===== config.mk =====
export PLATFORM = sky130hd
export DESIGN_NAME = branch_pred_gshare
export DESIGN_NICKNAME = d
export VERILOG_FILES = /design/src/rtl/branch_pred_gshare.sv
export SDC_FILE = /design/constraint.sdc
export NUM_CORES = 1
export LEC_CHECK = 0
export CELL_PAD_IN_SITES_DETAIL_PLACEMENT = 1
export CELL_PAD_IN_SITES_GLOBAL_PLACEMENT = 1
export CORE_MARGIN = 3
export CORE_UTILIZATION = 40
export CTS_CLUSTER_DIAMETER = 120
export DETAILED_ROUTE_END_ITERATION = 10
export GPL_TIMING_DRIVEN = 0
export PLACE_DENSITY_LB_ADDON = 0.1
export SLEW_MARGIN = 15
export SYNTH_ARGS = -nofsm -noshare
export SYNTH_HDL_FRONTEND = slang
export SYNTH_SLANG_ARGS = --single-unit

===== constraint.sdc =====
create_clock -name clk -period 7.63 [get_ports clk]
set_input_delay 2.289 -clock clk [delete_from_list [all_inputs] [get_ports clk]]
set_output_delay 2.289 -clock clk [all_outputs]
set_load 0.05 [all_outputs]

===== src/rtl/branch_pred_gshare.sv =====
// Gshare branch predictor: multi-port lookup into one table of saturating counters indexed by
// PC XOR global history, with a post-reset initialisation sweep and weak-confidence flagging.
module branch_pred_gshare #(
    parameter int unsigned req_ports  = 3,
    parameter int unsigned table_size = 64,
    parameter int unsigned ctr_width  = 2,
    parameter int unsigned ghr_width  = 6,
    parameter int unsigned pc_width   = 32,
    parameter int unsigned pc_lsb     = 2
) (
    input  logic                                 clk,
    input  logic                                 rst,
    input  logic                                 en,
    output logic                                 ready,
    input  logic [req_ports-1:0]                 req_valid,
    input  logic [req_ports-1:0][pc_width-1:0]   req_pc,
    output logic [req_ports-1:0]                 rsp_valid,
    output logic [req_ports-1:0]                 rsp_pred_taken,
    output logic [req_ports-1:0]                 rsp_exec_alt,
    output logic [req_ports-1:0][ghr_width-1:0]  rsp_ghr,
    input  logic                                 fb_valid,
    input  logic [pc_width-1:0]                  fb_pc,
    input  logic [ghr_width-1:0]                 fb_ghr,
    input  logic                                 fb_taken
);

    localparam int unsigned idx_w = (table_size > 1) ? $clog2(table_size) : 1;

    localparam logic [ctr_width-1:0] ctr_wnt  = ctr_width'((1 << (ctr_width - 1)) - 1);
    localparam logic [ctr_width-1:0] ctr_wt   = ctr_wnt + ctr_width'(1);
    localparam logic [ctr_width-1:0] ctr_max  = '1;
    localparam logic [idx_w-1:0]     idx_last = idx_w'(table_size - 1);

    typedef enum logic [0:0] {StInit, StReady} state_e;

    // The size cast truncates or zero-extends the history to the index width as needed.
    function automatic logic [idx_w-1:0] calc_idx(input logic [pc_width-1:0]  pc,
                                                  input logic [ghr_width-1:0] ghr);
        return pc[pc_lsb +: idx_w] ^ idx_w'(ghr);
    endfunction

    state_e                   state_q, state_d;
    logic [idx_w-1:0]         init_idx_q, init_idx_d;
    logic [ghr_width-1:0]     ghr_q, ghr_d, ghr_shift;
    logic [ctr_width-1:0]     table_q [table_size];

    logic                     lookup_en;
    logic                     fb_en;

    logic                     tbl_we;
    logic [idx_w-1:0]         tbl_waddr;
    logic [ctr_width-1:0]     tbl_wdata;

    logic [idx_w-1:0]         fb_idx;
    logic [ctr_width-1:0]     fb_ctr, fb_ctr_upd;

    logic [idx_w-1:0]         rd_idx [req_ports];
    logic [ctr_width-1:0]     rd_ctr [req_ports];

    logic [req_ports-1:0]                rsp_valid_q, rsp_valid_d;
    logic [req_ports-1:0]                rsp_pred_q, rsp_pred_d;
    logic [req_ports-1:0]                rsp_alt_q, rsp_alt_d;
    logic [req_ports-1:0][ghr_width-1:0] rsp_ghr_q, rsp_ghr_d;

    // PC bits outside the index window and history bits beyond idx_w do not affect the result.
    logic unused_bits;
    assign unused_bits = ^{req_pc, fb_pc, fb_ghr};

    // ------------------------------------------------------------------
    // FSM: state register
    // ------------------------------------------------------------------
    always_ff @(posedge clk) begin
        if (rst) begin
            state_q    <= StInit;
            init_idx_q <= '0;
        end else begin
            state_q    <= state_d;
            init_idx_q <= init_idx_d;
        end
    end

    // FSM: next state
    always_comb begin
        state_d    = state_q;
        init_idx_d = init_idx_q;
        unique case (state_q)
            StInit: begin
                init_idx_d = init_idx_q + idx_w'(1);
                if (init_idx_q == idx_last) begin
                    state_d = StReady;
                end
            end
            StReady: begin
                state_d = StReady;
            end
            default: begin
                state_d = StInit;
            end
        endcase
    end

    // FSM: outputs
    always_comb begin
        ready     = (state_q == StReady);
        lookup_en = ready & en;
        fb_en     = lookup_en & fb_valid;
    end

    // ------------------------------------------------------------------
    // Feedback: saturating counter update and history shift
    // ------------------------------------------------------------------
    always_comb begin
        fb_idx     = calc_idx(fb_pc, fb_ghr);
        fb_ctr     = table_q[fb_idx];
        fb_ctr_upd = fb_ctr;
        if (fb_taken) begin
            if (fb_ctr != ctr_max) begin
                fb_ctr_upd = fb_ctr + ctr_width'(1);
            end
        end else begin
            if (fb_ctr != '0) begin
                fb_ctr_upd = fb_ctr - ctr_width'(1);
            end
        end
    end

    if (ghr_width == 1) begin : gen_ghr_single
        assign ghr_shift = fb_taken;
    end else begin : gen_ghr_shift
        assign ghr_shift = {ghr_q[ghr_width-2:0], fb_taken};
    end

    always_comb begin
        ghr_d = fb_en ? ghr_shift : ghr_q;
    end

    always_ff @(posedge clk) begin
        if (rst) begin
            ghr_q <= '0;
        end else begin
            ghr_q <= ghr_d;
        end
    end

    // ------------------------------------------------------------------
    // Table write port: init sweep owns it until ready, then feedback does
    // ------------------------------------------------------------------
    always_comb begin
        tbl_we    = 1'b0;
        tbl_waddr = init_idx_q;
        tbl_wdata = ctr_wnt;
        if (!rst) begin
            if (state_q == StInit) begin
                tbl_we = 1'b1;
            end else if (fb_en) begin
                tbl_we    = 1'b1;
                tbl_waddr = fb_idx;
                tbl_wdata = fb_ctr_upd;
            end
        end
    end

    always_ff @(posedge clk) begin
        if (tbl_we) begin
            table_q[tbl_waddr] <= tbl_wdata;
        end
    end

    // ------------------------------------------------------------------
    // Lookup ports: read pre-update table and live history, register result
    // ------------------------------------------------------------------
    always_comb begin
        rsp_valid_d = '0;
        rsp_pred_d  = rsp_pred_q;
        rsp_alt_d   = rsp_alt_q;
        rsp_ghr_d   = rsp_ghr_q;
        for (int unsigned p = 0; p < req_ports; p++) begin
            rd_idx[p] = calc_idx(req_pc[p], ghr_q);
            rd_ctr[p] = table_q[rd_idx[p]];
            rsp_valid_d[p] = lookup_en & req_valid[p];
            if (rsp_valid_d[p]) begin
                rsp_pred_d[p] = rd_ctr[p][ctr_width-1];
                rsp_alt_d[p]  = (rd_ctr[p] == ctr_wnt) || (rd_ctr[p] == ctr_wt);
                rsp_ghr_d[p]  = ghr_q;
            end
        end
    end

    always_ff @(posedge clk) begin
        if (rst) begin
            rsp_valid_q <= '0;
            rsp_pred_q  <= '0;
            rsp_alt_q   <= '0;
            rsp_ghr_q   <= '0;
        end else begin
            rsp_valid_q <= rsp_valid_d;
            rsp_pred_q  <= rsp_pred_d;
            rsp_alt_q   <= rsp_alt_d;
            rsp_ghr_q   <= rsp_ghr_d;
        end
    end

    assign rsp_valid      = rsp_valid_q;
    assign rsp_pred_taken = rsp_pred_q;
    assign rsp_exec_alt   = rsp_alt_q;
    assign rsp_ghr        = rsp_ghr_q;

endmodule


==> flow_metrics.tcl, run 1 <==
set metrics [dict create \
    num_vias 8518 \
    synth.most_common_cell "nand2_1" \
    yosys-top-cells-area "edfxtp_1 36%, mux4_1 15%, mux4_2 10%" \
    switchingPower_mw 0.592 \
    grt-ovfl-total 0 \
    initial_core_util_pct 41.1 \
    wirelength_mm 40.8 \
    startpoint_type "input pin" \
    synth_edf_count 128 \
    worstMarginPinSlew_ns 1.15 \
    core_mm2 0.0263 \
    synth_commonest_cells "160 x nand2_1, 128 x edfxtp_1, 114 x nor2_1, 60 x mux4_1, 51 x a21oi_1" \
    rr_startpoint "ghr_q[1]$_SDFFE_PP0N_" \
    synth_flop_cell "edfxtp_1" \
    row_count 59 \
    critPathSlowestCell "xor2_1" \
    place.gp.congestion 0.989 \
    final_antenna_net_count 0 \
    clk_pin_slew_ns 0.08 \
    hold_class "flop to flop" \
    leakage_nw 4.58 \
    ios 170 \
    final_nets 1095 \
    cp_max_fo 32 \
    wl_per_cell_um 31.4 \
    period_minus_slack_ns 5.91 \
    areaGrowthSynthToFinish_pct 16.5 \
    fmax_ghz 0.169 \
    hpwlAfterDp_mm 29.9 \
    drc 0 \
    placedCellCount 1268 \
    setup_viol 0 \
    relSlewSlack_pct 22.7 \
    post_cts_buffers 0 \
    syn_nets 1009 \
    yosys.area.top_type "edfxtp_1" \
    crit_arrival_ns 6.07 \
    path_cells "clkdlybuf4s50_1, xor2_1, buf_6, mux4_1, a22oi_1, nand2_1, a21oi_1, mux2i_1, o21ai_0, a21boi_4, buf_16" \
    sw_frac_of_total_pct 27.4 \
    p_total_mw 2.16 \
    finalHoldViolations 0 \
    detail_route.iter0.violations 1069 \
    worstSetupPathType "input pin to flop" \
    placement.cell_area_mm2 0.0120 \
    grt_pass1_wl_mm 58.7 \
    dieHeight_um 170 \
    setup-tns-final_ns 0 \
    power_density_mw_per_mm2 171 \
    drv_cap 0 \
    die_x_um 170 \
    seqPwrFrac_pct 45.2 \
    pre_cts_slack_ns 1.03 \
    die-area_mm2 0.0290 \
    yosysWarnings 0 \
    required_ns 7.80 \
    cts_resized 0 \
    end_kind "flop" \
    final_area_mm2 0.0126 \
    holdCritStartpoint "rsp_pred_taken[0]$_SDFFE_PP0P_" \
    layout-drive-gt1-share_pct 14.2 \
    power_frac_clock_pct 42.3 \
    pwr-share-comb_pct 12.6 \
    grt_pass1_vias 8354 \
    ys_ff_latch 168 \
    clock_path_buffers 2 \
    yosysUniqueCellTypes 47 \
    synth_top_cell_area_share_pct 35.6 \
    h-tree-depth 4 \
    cts.sinks 168 \
    cts_tree "yes" \
    rsz0062_at_grt "no" \
    postSynthAreaPerCell_um2 12.5 \
    finalNonFillerCells 1300 \
    antenna_found_initial 0 \
    first_pass_iters 6 \
    ys_seq_area_share_pct 43.0 \
    n_antenna_cell 0 \
    setup.worst_path.start "fb_pc[2]" \
    clk_latency_ns 0.43 \
    routed_via_density 6.55 \
    grt_use_total_pct 28.3 \
    setup_slack_ns 1.72 \
    slew_viol_final 0 \
    status "finished clean" \
    finalCritPeriodShare_pct 77.4 \
    postCtsHoldBufs 0 \
    critical-path-max-stage-delay_ns 0.74 \
    whs_ns 0.456 \
    utilization_pct 47.9 \
    io_buffers 63 \
    peakVddDrop_uv 122 \
    synthArstFlopShare_pct 0 \
    syn-cell-area_mm2 0.0108 \
    cts-root-buf "clkbuf_16" \
    cts-buffers-inserted 17 \
    grt_max_degree 34 \
    final.setup_skew_ns 0.0149 \
    postSynthCellCount 866 \
    p_int_mw 1.57 \
]
## critical path, delay by kind of cell
kind                      cells  cell delay, ns
muxes                         2            0.82
buffers and inverters         3            1.00
and+or+nand+nor               1            0.14
xor gates and xnor gates      1            0.74
AOI/OAI and AO/OA             4            1.03
## logic make-up (layout without fill, tap and decap cells)
| family | after synthesis | in the layout | synth area share, % |
|---|---|---|---|
| XOR/XNOR | 48 | 48 | 4.31 |
| AO/OA/AOI/OAI | 139 | 139 | 8.78 |
| multiplexers | 142 | 142 | 28.0 |
| flip-flops | 168 | 168 | 43.0 |
| buffers and inverters | 46 | 145 | 3.78 |
| adder cells (fa/ha/maj) | 1 | 1 | 0.116 |
| AND/OR/NAND/NOR | 322 | 322 | 12.1 |
## layout by cell type, fill, tap and decap left out, drive strengths merged, types with 10 or more instances in the layout
cell type / n
xnor2: 25
a22oi: 22
nand3: 24
a31oi: 10
clkdlybuf4s50: 63
nor2: 117
nand2: 160
a21oi: 51
xor2: 23
edfxtp: 128
clkbuf: 38
mux4: 110
mux2i: 30
buf: 32
dfxtp: 40
## metal layers
| layer | routed length (µm) | up-vias | track usage (%) |
|---|---|---|---|
| met5 | 0 | - | 0 |
| met4 | 1300 | 0 | 9.10 |
| met2 | 18600 | 527 | 44.3 |
| li1 | - | 3591 | - |
| met3 | 3730 | 88 | 5.69 |
| met1 | 17200 | 4312 | 39.8 |
## flip-flops by register name, summed over array words and instances, names as in the netlist
register and count:
table_q 128, ghr_q 6, rsp_pred_taken 3, init_idx_q 6
rsp_exec_alt 3, rsp_valid 3, rsp_ghr 18, ready 1
## final timing paths
check                                                       to  slack, ns  depth (start not counted)
worst max-delay path                  table_q[60][1]$_DFFE_PP_       1.72                         11
worst min-delay path            rsp_pred_taken[0]$_SDFFE_PP0P_       0.46                          2
worst max register to register    rsp_exec_alt[1]$_SDFFE_PP0P_       3.93                         10
worst min register to register  rsp_pred_taken[0]$_SDFFE_PP0P_       0.46                          2
## layout make-up
cell class,instances,area [µm²]
plain buffers,46,409
clock buffers,20,489
clock inverters,12,111
fillers,2696,13700
multi-input cells,652,5790
flip-flops and latches,168,4640
well taps,335,419
repair buffers,67,733
## power groups by stage
stage	Sequential (mW)	Clock, mW	Combinational, mW
2_1_floorplan	0.995	0	0.160
3_3_place_gp	0.996	0	0.262
3_5_place_dp	0.996	0	0.265
4_1_cts	0.975	0.921	0.266
5_1_grt	0.975	0.958	0.280
6_report	0.975	0.912	0.271
Note: power is estimated with default switching activity, not from simulation.
==> inputs of run 2 (changes only) <==
CORE_UTILIZATION = 44   (was 40)
clock period = 5.7 ns   (was 7.63 ns; I/O delays follow)
==> flow_metrics.tcl, run 2 (synthesized netlist as in run 1, its figures left out) <==
set metrics [dict create \
    hold_class "flop to flop" \
    detail_route.iter0.violations 1277 \
    hpwlAfterDp_mm 31.0 \
    die-area_mm2 0.0265 \
    initial_core_util_pct 45.4 \
    setup.worst_path.start "fb_ghr[1]" \
    grt-ovfl-total 0 \
    cp_max_fo 33 \
    layout-drive-gt1-share_pct 14.2 \
    cts.sinks 168 \
    cts-root-buf "clkbuf_16" \
    status "finished clean" \
    worstSetupPathType "input pin to flop" \
    antenna_found_initial 1 \
    final_common_cell "nand2_1" \
    cts-buffers-inserted 17 \
    placedCellCount 1250 \
    h-tree-depth 4 \
    peakVddDrop_uv 193 \
    pre_cts_slack_ns -0.497 \
    routed_via_density 6.82 \
    drv_cap 0 \
    wirelength_mm 41.9 \
    grt_pass1_vias 8678 \
    place.gp.congestion 0.981 \
    grt_pass1_wl_mm 59.6 \
    cts_tree "yes" \
    setup_viol 0 \
    slew_viol_final 0 \
    utilization_pct 52.5 \
    multi_input_area_mm2 0.00581 \
    first_pass_iters 7 \
    areaGrowthSynthToFinish_pct 15.7 \
    post_cts_buffers 0 \
    worstMarginPinSlew_ns 1.06 \
    n_antenna_cell 0 \
    final_nets 1094 \
    whs_ns 0.462 \
    setup_slack_ns 0.204 \
    postCtsHoldBufs 0 \
    largest-register "table_q" \
    seqCellArea_mm2 0.00464 \
    relSlewSlack_pct 29.4 \
    core_mm2 0.0238 \
    drc 0 \
    clock_path_buffers 2 \
    num_vias 8747 \
    io_buffers 63 \
    period_minus_slack_ns 5.50 \
    wl_per_cell_um 32.7 \
    grt_max_degree 39 \
    ios 170 \
    crit_arrival_ns 5.68 \
    clk_pin_slew_ns 0.07 \
    end_kind "flop" \
    startpoint_type "input pin" \
    final_antenna_net_count 0 \
    final.setup_skew_ns 0.0111 \
    clk_latency_ns 0.45 \
    required_ns 5.88 \
    fmax_ghz 0.182 \
    rsz0062_at_grt "no" \
    dieHeight_um 163 \
    row_count 56 \
    finalHoldViolations 0 \
    final_cell_mix "160 x nand2_1, 128 x edfxtp_1, 114 x nor2_1" \
    finalCritPeriodShare_pct 96.4 \
    die_x_um 163 \
    rr_startpoint "ghr_q[0]$_SDFFE_PP0N_" \
    largest_register_ffs 128 \
    finalNonFillerCells 1283 \
    leakage_nw 4.53 \
    grt_use_total_pct 31.6 \
    fillCellCount 2427 \
    holdCritStartpoint "rsp_pred_taken[2]$_SDFFE_PP0P_" \
    power_density_mw_per_mm2 223 \
]
[run 2: layout make-up]
class	count	area share [%]
timing repair buffer	65	5.48
sequential	168	37.1
multi-input combinational	653	46.4
clock inverter	13	0.921
buffer	46	3.28
clock buffer	19	3.54
tap	319	3.19
[run 2: worst paths after layout]
kind                                    end  slack (ns)  depth (start not counted)
min reg2reg  rsp_pred_taken[2]$_SDFFE_PP0P_        0.46                          2
min          rsp_pred_taken[2]$_SDFFE_PP0P_        0.46                          2
max                table_q[49][1]$_DFFE_PP_        0.20                         11
max reg2reg    rsp_exec_alt[1]$_SDFFE_PP0P_        2.11                          9
[run 2: through the flow]
stage                     setup TNS, ns  area [µm²]  power (mW)
after global placement          -272.57       11800        1.67
after CTS                             0       12500        2.78
after detailed placement         -51.73       11900        1.68
after global routing                  0       12500        2.85
after floorplan                       0       10800        1.55
final                                 0       12500        2.79
[run 2: layer usage]
metal	vias up	wire length, µm	track usage, %
li1	3596	-	-
met1	4419	16300	42.2
met2	609	19600	50.3
met3	121	4230	7.45
met4	2	1780	12.4
met5	-	13	0
[run 2: repair_timing]
item / CTS / global route
gates cloned: 0 / 1
hold endpoints to repair: 0 / 0
pin swaps: 0 / 1
endpoints found under the setup margin: 33 / 58
gates resized for setup: 1 / 3
[run 2: power by group]
group	total (mW)	internal [mW]	switching, mW	leakage, nW
clock	1.12	0.581	0.540	0.262
sequential	1.31	1.30	0.00416	1.75
combinational	0.359	0.137	0.222	2.51
[run 2: worst max-delay path, stage by stage]
cell             delay, ns
clkdlybuf4s50_1       0.50
xor2_2                0.56
buf_2                 0.48
mux4_2                0.38
a22oi_1               0.25
nand2_1               0.18
a211oi_1              0.27
a21oi_1               0.12
o21ai_0               0.63
a21boi_4              0.30
buf_16                0.26
==> RTL edit (config.mk and constraints of run 1) <==
Set the parameter `table_size` to 256 (it was 64).
--- a/src/rtl/branch_pred_gshare.sv
+++ b/src/rtl/branch_pred_gshare.sv
@@ -2,7 +2,7 @@
 // PC XOR global history, with a post-reset initialisation sweep and weak-confidence flagging.
 module branch_pred_gshare #(
     parameter int unsigned req_ports  = 3,
-    parameter int unsigned table_size = 64,
+    parameter int unsigned table_size = 256,
     parameter int unsigned ctr_width  = 2,
     parameter int unsigned ghr_width  = 6,
     parameter int unsigned pc_width   = 32,
Formal check against the unedited RTL: same outputs for any inputs over 10 cycles, from zero or initial values and one cycle with rst high; that may be too few to reach the edited logic, so the function may still have changed.
==> RTL edit against run 1 <==
The run now ends with negative setup slack left; utilization shrank 0.62 points; cell count increased to 3.0 times the old value; synthesized area grew to 3.3 times the old value; wire length grew to 5.3 times the old value; fmax is 23% lower; sequential share of layout area rose by 2.3 points; sequential power grew to 3.4 times the old value; total power increased to 3.6 times the old value; cell area grew to 3.3 times the old value; setup slack worse by 1.8 ns; non-clock buffer count rose by 228; sequential cell count rose by 386; worst hold slack barely moved; largest power group unchanged.
==> RTL edit: results (changes against run 1) <==
[sta]
tightestPinTransition_ns = 1.40  ; +0.249 ns
whs_ns = 0.456  ; +0.000292 ns
setup_violations = 22  ; +22
setup_tns_ns = -0.417  ; -0.417 ns
worst_slack_ns = -0.0395  ; -1.76 ns

[pwr]
p_comb_share_pct = 15.8  ; +3.2 points
ir_drop_v = 0.000179  ; +47%
seqPwrFrac_pct = 42.3  ; -2.9 points
power.switching_mw = 2.30  ; +290%
p_leak_nw = 14.0  ; +200%

[critical_path]
cpLargestDelayFamily = buffers and inverters
slowest_delay_ns = 0.64  ; -0.10 ns
r2r-end = rsp_pred_taken[2]$_SDFFE_PP0P_
slowest_stage = a221oi_1
rr_worst_depth = 12  ; +2
rrSetupSlack_ns = 1.39  ; -2.54 ns
timing.rr.start = ghr_q[1]$_SDFFE_PP0P_
critPathArrivalTime_ns = 8.05  ; +1.98 ns
endpoint = table_q[209][1]$_DFFE_PP_

[placed_design]
port_buffers = 72  ; +14%
dp_cells = 3785  ; +200%
place.gp.congestion = 1.10  ; +12%
dp_hpwl_um = 158000  ; +430%
place_ws_ns = -1.11  ; -2.14 ns

[global_route]
grt_use_met2_pct = 62.7  ; +18 points
grt_pass1_vias = 29500  ; +250%
antenna_found_initial = 24  ; +24
met1_usage_pct = 57.0  ; +17 points
grt_pass1_wl_um = 281000  ; +380%
grt_use_total_pct = 46.0  ; +18 points

[worst_hold_path]
hold_path_startpoint = rsp_ghr[10]$_SDFFE_PP0P_

[route]
drt_iter0_drc = 6138  ; +470%
routedWlPerCell_um = 54.9  ; +75%
vias = 31000  ; +260%
route.met2.wl_um = 87300  ; +370%
met1_length_um = 75400  ; +340%
viasPerCell = 7.89  ; +20%
routed.top_layer = met5
route.met3.wl_um = 34300  ; +820%

[cts]
cts_buffers = 67  ; +50
cts_resized = 2  ; +2
postCtsSetupBuffers = 2  ; +2
clkTransAtPathRegs_ns = 0.06  ; -0.02 ns
clock_latency_ns = 0.69  ; +0.26 ns

[synthesis]
synth-edff-count = 512  ; +300%
synth_area_leaders = edfxtp_1 (43%), mux4_2 (33%), nor2_1 (3.4%), nand2_1 (3.1%), dfxtp_1 (2.4%)
synth_common_cells = mux4_2 (517), edfxtp_1 (512), nor2_1 (325)
yosys.cell_types.count = 67  ; +43%
syn_area_per_cell_um2 = 14.2  ; +14%
synth-seq-area-share_pct = 45.7  ; +2.7 points

[final_layout]
largest_reg_flops = 512  ; +300%
drive_gt1_share_pct = 32.4  ; +18 points
final_nets = 2845  ; +160%
largest_register = table_q

[outcome]
failed_checks = negative setup slack
outcome = finished with violations

[RTL edit: layout make-up]
class / instances / area (um^2) / share of cell area, %
Antenna cell: 18 / 45.0 / 0.109
Buffer: 201 / 1130 / 2.74
Clock buffer: 83 / 1810 / 4.38
Clock inverter: 36 / 315 / 0.762
Inverter: 1 / 3.75 / 0.00908
Multi-Input combinational cell: 1737 / 18600 / 44.9
Sequential cell: 554 / 16200 / 39.2
Tap cell: 1155 / 1450 / 3.49
Timing Repair Buffer: 140 / 1810 / 4.38
[RTL edit: logic make-up (layout without fill, tap and decap cells)]
| family | count (synthesis) | count (layout) | share of synthesized area [%] |
|---|---|---|---|
| other | 0 | 18 | 0 |
| adders and majority gates | 1 | 1 | 0.0353 |
| muxes | 573 | 573 | 34.4 |
| buffers and inverters | 202 | 461 | 2.98 |
| AOI/OAI and AO/OA | 292 | 292 | 5.80 |
| and+or+nand+nor | 816 | 816 | 9.67 |
| xor gates and xnor gates | 55 | 55 | 1.40 |
| DFF | 554 | 554 | 45.7 |
